**config.mk**
```make
export PLATFORM = sky130hd
export DESIGN_NAME = vga_timing_gen
export DESIGN_NICKNAME = d
export VERILOG_FILES = /design/src/rtl/vga_pkg.sv /design/src/rtl/vga_axis_cnt.sv /design/src/rtl/vga_timing_gen.sv
export SDC_FILE = /design/constraint.sdc
export NUM_CORES = 1
export LEC_CHECK = 0
export ABC_AREA = 1
export CORE_AREA = 3 3 92 50
export DETAILED_ROUTE_END_ITERATION = 10
export DIE_AREA = 0 0 95 53
export PLACE_DENSITY_LB_ADDON = 0.1
export SYNTH_ARGS = -nofsm -noshare
export SYNTH_HDL_FRONTEND = slang
export SYNTH_SLANG_ARGS = --single-unit
```
**constraint.sdc**
```tcl
create_clock -name clk -period 4.2 [get_ports clk]
set_input_delay 0.42 -clock clk [delete_from_list [all_inputs] [get_ports clk]]
set_output_delay 0.42 -clock clk [all_outputs]
set_load 0.005 [all_outputs]
```
**src/rtl/vga_pkg.sv**
```systemverilog
// Shared timing constants and helpers for the VGA timing generator.
// Defaults describe the standard 640x480@60 mode (25.175 MHz pixel clock).
package vga_pkg;

  // Horizontal timing, in pixels
  localparam int DEF_H_VIS  = 640;
  localparam int DEF_H_FP   = 16;
  localparam int DEF_H_SYNC = 96;
  localparam int DEF_H_BP   = 48;

  // Vertical timing, in lines
  localparam int DEF_V_VIS  = 480;
  localparam int DEF_V_FP   = 10;
  localparam int DEF_V_SYNC = 2;
  localparam int DEF_V_BP   = 33;

  // Counter width that holds 799 and 524
  localparam int DEF_CW     = 10;

  // Number of bits needed to hold the values 0 .. total-1 (never less than 1)
  function automatic int cnt_width(input int total);
    int w;
    w = 32'sd1;
    for (int i = 32'sd1; i < 32'sd31; i++) begin
      if (((total - 32'sd1) >>> i) > 32'sd0) begin
        w = i + 32'sd1;
      end else begin
        w = w;
      end
    end
    return w;
  endfunction

endpackage

```
**src/rtl/vga_axis_cnt.sv**
```systemverilog
// One timing axis: a wrap counter over VIS+FP+SYNC+BP positions plus the
// sync-window and visible-region decode. Instantiated once for the
// horizontal axis (inc = pixel enable) and once for the vertical axis
// (inc = horizontal wrap), so both axes run on the single pixel clock.
module vga_axis_cnt
  import vga_pkg::*;
#(
  parameter int VIS  = DEF_H_VIS,
  parameter int FP   = DEF_H_FP,
  parameter int SYNC = DEF_H_SYNC,
  parameter int BP   = DEF_H_BP,
  parameter bit POL  = 1'b0,
  parameter int CW   = DEF_CW
) (
  input  logic          clk,
  input  logic          rst_n,
  input  logic          inc,
  output logic [CW-1:0] count,
  output logic          wrap,
  output logic          vis_nxt,
  output logic          sync
);

  localparam int TOTAL = VIS + FP + SYNC + BP;
  // One extra bit on the window bounds so a window ending exactly at TOTAL
  // still compares correctly when TOTAL itself does not fit in CW bits.
  localparam int CWX   = CW + 1;

  localparam logic [CW-1:0] LAST    = CW'(TOTAL - 32'sd1);
  localparam logic [CW-1:0] ONE     = CW'(32'sd1);
  localparam logic [CW:0]   VIS_C   = CWX'(VIS);
  localparam logic [CW:0]   SYNC_LO = CWX'(VIS + FP);
  localparam logic [CW:0]   SYNC_HI = CWX'(VIS + FP + SYNC);

  logic [CW-1:0] count_r;
  logic          sync_r;
  logic [CW-1:0] count_nxt_s;
  logic [CW:0]   cnt_ext_s;
  logic          wrap_s;
  logic          sync_act_s;
  logic          vis_nxt_s;

  // Next count: hold when idle, wrap to zero after the last position
  always_comb begin
    wrap_s      = 1'b0;
    count_nxt_s = count_r;
    if (inc) begin
      if (count_r == LAST) begin
        wrap_s      = 1'b1;
        count_nxt_s = {CW{1'b0}};
      end else begin
        wrap_s      = 1'b0;
        count_nxt_s = count_r + ONE;
      end
    end else begin
      wrap_s      = 1'b0;
      count_nxt_s = count_r;
    end
  end

  // Decode the next count so the registered flags align with the registered count
  always_comb begin
    cnt_ext_s  = {1'b0, count_nxt_s};
    sync_act_s = (cnt_ext_s >= SYNC_LO) && (cnt_ext_s < SYNC_HI);
    vis_nxt_s  = (cnt_ext_s < VIS_C);
  end

  // Count and sync registers; reset parks the axis at position 0 with sync idle
  always_ff @(posedge clk or negedge rst_n) begin
    if (!rst_n) begin
      count_r <= {CW{1'b0}};
      sync_r  <= ~POL;
    end else if (inc) begin
      count_r <= count_nxt_s;
      sync_r  <= sync_act_s ? POL : ~POL;
    end else begin
      count_r <= count_r;
      sync_r  <= sync_r;
    end
  end

  assign count   = count_r;
  assign sync    = sync_r;
  assign wrap    = wrap_s;
  assign vis_nxt = vis_nxt_s;

endmodule

```
**src/rtl/vga_timing_gen.sv**
```systemverilog
// Parametrised VGA timing generator feeding the gfx pixel pipeline.
// Produces h/v sync, display enable, pixel coordinates, line/frame strobes
// and a sticky vblank interrupt. Every output is a flop whose next value is
// decoded from the next counter values, so sync/enable never skew against
// the presented h_cnt/v_cnt. en acts as a clock enable; no clock is gated.
module vga_timing_gen
  import vga_pkg::*;
#(
  parameter int H_VIS  = DEF_H_VIS,
  parameter int H_FP   = DEF_H_FP,
  parameter int H_SYNC = DEF_H_SYNC,
  parameter int H_BP   = DEF_H_BP,
  parameter int V_VIS  = DEF_V_VIS,
  parameter int V_FP   = DEF_V_FP,
  parameter int V_SYNC = DEF_V_SYNC,
  parameter int V_BP   = DEF_V_BP,
  parameter bit H_POL  = 1'b0,
  parameter bit V_POL  = 1'b0,
  parameter int CW     = DEF_CW
) (
  input  logic          clk,
  input  logic          rst_n,
  input  logic          en,
  input  logic          irq_ack,
  output logic          h_sync,
  output logic          v_sync,
  output logic          d_out,
  output logic          d_out_b,
  output logic [CW-1:0] h_cnt,
  output logic [CW-1:0] v_cnt,
  output logic          line_start,
  output logic          frame_start,
  output logic          vblank,
  output logic          vbl_irq
);

  localparam int H_TOTAL = H_VIS + H_FP + H_SYNC + H_BP;
  localparam int V_TOTAL = V_VIS + V_FP + V_SYNC + V_BP;
  localparam int CW_REQ  = (cnt_width(H_TOTAL) > cnt_width(V_TOTAL)) ?
                           cnt_width(H_TOTAL) : cnt_width(V_TOTAL);

  // Last visible line: leaving it on a line wrap means entering vblank
  localparam logic [CW-1:0] V_VIS_LAST = CW'(V_VIS - 32'sd1);

  // Refuse to build a generator whose counters cannot reach H_TOTAL-1 / V_TOTAL-1
  if (CW_REQ > CW) begin : g_cw_check
    $error("vga_timing_gen: CW too small for H_TOTAL/V_TOTAL");
  end

  logic [CW-1:0] h_cnt_s;
  logic [CW-1:0] v_cnt_s;
  logic          h_wrap_s;
  logic          v_wrap_s;
  logic          h_vis_nxt_s;
  logic          v_vis_nxt_s;
  logic          h_sync_s;
  logic          v_sync_s;
  logic          irq_set_s;

  logic          d_out_r;
  logic          d_out_b_r;
  logic          vblank_r;
  logic          line_start_r;
  logic          frame_start_r;
  logic          vbl_irq_r;

  vga_axis_cnt #(
    .VIS  (H_VIS),
    .FP   (H_FP),
    .SYNC (H_SYNC),
    .BP   (H_BP),
    .POL  (H_POL),
    .CW   (CW)
  ) u_h_axis (
    .clk     (clk),
    .rst_n   (rst_n),
    .inc     (en),
    .count   (h_cnt_s),
    .wrap    (h_wrap_s),
    .vis_nxt (h_vis_nxt_s),
    .sync    (h_sync_s)
  );

  // Vertical axis steps only on a horizontal wrap, which already includes en
  vga_axis_cnt #(
    .VIS  (V_VIS),
    .FP   (V_FP),
    .SYNC (V_SYNC),
    .BP   (V_BP),
    .POL  (V_POL),
    .CW   (CW)
  ) u_v_axis (
    .clk     (clk),
    .rst_n   (rst_n),
    .inc     (h_wrap_s),
    .count   (v_cnt_s),
    .wrap    (v_wrap_s),
    .vis_nxt (v_vis_nxt_s),
    .sync    (v_sync_s)
  );

  // vblank entry: the line wrap that moves v_cnt from V_VIS-1 to V_VIS
  assign irq_set_s = h_wrap_s && (v_cnt_s == V_VIS_LAST);

  // Display enable and blanking from next counts; frozen while en is low
  always_ff @(posedge clk or negedge rst_n) begin
    if (!rst_n) begin
      d_out_r   <= 1'b1;
      d_out_b_r <= 1'b0;
      vblank_r  <= 1'b0;
    end else if (en) begin
      d_out_r   <= h_vis_nxt_s & v_vis_nxt_s;
      d_out_b_r <= ~(h_vis_nxt_s & v_vis_nxt_s);
      vblank_r  <= ~v_vis_nxt_s;
    end else begin
      d_out_r   <= d_out_r;
      d_out_b_r <= d_out_b_r;
      vblank_r  <= vblank_r;
    end
  end

  // One-cycle strobes following an enabled wrap; wraps are already gated by en
  always_ff @(posedge clk or negedge rst_n) begin
    if (!rst_n) begin
      line_start_r  <= 1'b0;
      frame_start_r <= 1'b0;
    end else begin
      line_start_r  <= h_wrap_s;
      frame_start_r <= v_wrap_s;
    end
  end

  // Sticky vblank interrupt; a new entry beats a same-cycle acknowledge
  always_ff @(posedge clk or negedge rst_n) begin
    if (!rst_n) begin
      vbl_irq_r <= 1'b0;
    end else if (irq_set_s) begin
      vbl_irq_r <= 1'b1;
    end else if (irq_ack) begin
      vbl_irq_r <= 1'b0;
    end else begin
      vbl_irq_r <= vbl_irq_r;
    end
  end

  assign h_cnt       = h_cnt_s;
  assign v_cnt       = v_cnt_s;
  assign h_sync      = h_sync_s;
  assign v_sync      = v_sync_s;
  assign d_out       = d_out_r;
  assign d_out_b     = d_out_b_r;
  assign vblank      = vblank_r;
  assign line_start  = line_start_r;
  assign frame_start = frame_start_r;
  assign vbl_irq     = vbl_irq_r;

endmodule
```
==> impl_metrics.json <==
{
  "via_per_inst": 4.96,
  "path_class": "in2reg",
  "die_y_um": 53,
  "start_util": 0.468,
  "final_util": 0.578,
  "synth_ff_type": "dfrtp_1",
  "worstPathArrival_ps": 2350,
  "cp-start-kind": "input port",
  "synth.area.top_cells": "dfrtp_1 (35%), nand2_1 (15%), inv_1 (7.1%), nand3_1 (6.6%), nor2_1 (5.8%)",
  "fin_setup_tns_ps": 0,
  "vias": 1678,
  "layout-drive-gt1-share": 0.120,
  "dr.pass1.iters": 4,
  "rr_worst_depth": 11,
  "rows": 16,
  "cts_tree": "yes",
  "register_area_um2": 704,
  "leakage_nw": 1.14,
  "ios": 32,
  "synthToLayoutAreaGrowth_pct": 23.4,
  "post-route-min-period_ps": 2140,
  "die_w_um": 95,
  "cap_violations": 0,
  "min_period_over_period": 0.509,
  "antenna_found_initial": 0,
  "p_int_mw": 0.544,
  "ant_nets": 0,
  "async_reset_ff_frac": 1.00,
  "clk_pin_slew_ps": 100,
  "p_switching_mw": 0.328,
  "h-tree-depth": 1,
  "rsz0062_at_grt": "no",
  "synth_cell_type_count": 32,
  "yosysWarningCount": 0,
  "drt_wl_total_um": 4060,
  "multi_input_area_um2": 931,
  "place_hpwl_um": 3090,
  "design_area_um2": 2230,
  "finalNetCount": 292,
  "grt_use_total": 0.182,
  "combPwrFrac": 0.362,
  "syn_area_um2": 1810,
  "skew_ps": 1.56,
  "grt_pass1_wl_um": 7040,
  "cts_resized": 0,
  "ir_worst_vdd_mv": 0.306,
  "grt_max_degree": 29,
  "port_buffers": 31,
  "cts-buffers-inserted": 3,
  "synth-edff-count": 0,
  "cts_hold_buf": 0,
  "swShare": 0.376,
  "grt_overflow": 0,
  "p_per_area_nw_per_um2": 390,
  "synth_top_area_frac": 0.346,
  "dieArea_um2": 5040,
  "min_delay_path_depth": 2,
  "yosys-top-cells-count": "nand2_1 (71), inv_1 (34), nor2_1 (28)",
  "grt_pass1_vias": 1544,
  "clk_latency_ps": 280,
  "clock_path_buffers": 2,
  "cp_max_fo": 14,
  "placed_area_um2": 2180,
  "synth-seq-cells": 28,
  "antenna_cells": 0,
  "synth_nets": 257,
  "post_cts_buffers": 0,
  "fillers": 372,
  "worstMarginPinSlew_ps": 578,
  "core_area_um2": 3860,
  "cp_data_required_time_ps": 4410,
  "seqPwrFrac": 0.438,
  "slew_headroom": 0.614,
  "synth_most_common_cell": "nand2_1",
  "finalSetupViolations": 0,
  "final-max-slew-violation-count": 0,
  "wl_per_cell_um": 12.0,
  "ys_seq_area_frac": 0.389,
  "clock_sinks": 28,
  "worstSetupEndpointType": "register",
  "fmax_ghz": 0.468,
  "place.gp.congestion": 0.914,
  "synth_top_area_cell": "dfrtp_1",
  "clockRootBuffer": "clkbuf_8",
  "synthCells": 250,
  "hp-class": "reg2reg",
  "route.detailed.drc": 0,
  "dp_slack_ps": 1760,
  "drt_iter0_drc": 59,
  "outcome": "completed",
  "power_frac_clock": 0.200,
  "hold_viol": 0,
  "avgSynthCellArea_um2": 7.24,
  "worst_slack_ps": 2060
}
critical path, stage by stage:
cell	delay, ps
clkdlybuf4s50_1	840
inv_2	260
nor3_4	250
nand2_1	70
nand2_1	60
nand3_1	100
inv_2	80
nand3_1	60
nand2_1	60
nor2_1	40
a21oi_1	130
path summary, 6_finish.rpt:
check | endpoint | from | slack, ps
max | u_h_axis.sync$_DFFE_PN1P_ | en | 2060
min | d_out$_DFFE_PN1P_ | d_out$_DFFE_PN1P_ | 480
max reg2reg | d_out_b$_DFFE_PN0P_ | u_h_axis.count[0]$_DFFE_PN0P_ | 2260
min reg2reg | d_out$_DFFE_PN1P_ | d_out$_DFFE_PN1P_ | 480
max in group asynchronous | d_out$_DFFE_PN1P_ | rst_n | 3360
min in group asynchronous | u_v_axis.count[4]$_DFFE_PN0N_ | rst_n | 520
power by group through the flow:
stage / logic (mW) / clock network [mW] / registers [mW]
2_1_floorplan: 0.184 / 0 / 0.380
4_1_cts: 0.319 / 0.179 / 0.383
3_3_place_gp: 0.316 / 0 / 0.388
3_5_place_dp: 0.317 / 0 / 0.387
5_1_grt: 0.355 / 0.190 / 0.392
6_report: 0.315 / 0.174 / 0.382
area by class of cell:
cell class	count	area share
sequential	28	0.315
clock buffer	4	0.0246
inverter	42	0.0706
timing repair buffer	32	0.142
tap	54	0.0303
multi-input combinational	178	0.417
per-stage QoR:
step / hold WS, ps / std cells / power, mW
after floorplan: 124 / 250 / 0.564
after global placement: 460 / 334 / 0.704
after detailed placement: 466 / 334 / 0.703
after CTS: 481 / 338 / 0.881
after global routing: 513 / 338 / 0.938
final: 480 / 338 / 0.871
placed cells by master, fill, tap and decap left out, drive strengths merged:
master / instances
nand2: 78
inv: 42
nor2: 33
clkdlybuf4s50: 31
nand3: 26
dfrtp: 25
o21ai: 13
nand4: 10
a21oi: 4
clkbuf: 4
ha: 3
dfstp: 3
o21bai: 2
xor2: 2
nor3: 2
o32ai: 1
a21o: 1
or2: 1
a21boi: 1
o22ai: 1
buf: 1
layer usage:
metal  GRT usage  part of all wire  vias up
met5           0                 0        -
met4      0.0359            0.0035        0
met3      0.0483             0.039        2
met2       0.296              0.47       36
met1       0.245              0.49      784
li1            -                 -      856
kinds of logic (layout without fill, tap and decap cells):
logic type | count (synthesis) | after routing | share of synthesized area
AO/OA/AOI/OAI | 23 | 23 | 0.0740
XOR/XNOR | 2 | 2 | 0.00968
adder cells (fa/ha/maj) | 3 | 3 | 0.0207
buffers and inverters | 44 | 78 | 0.0961
flip-flops | 28 | 28 | 0.389
AND/OR/NAND/NOR | 150 | 150 | 0.410
No activity file was read; power rests on OpenSTA's default activity.
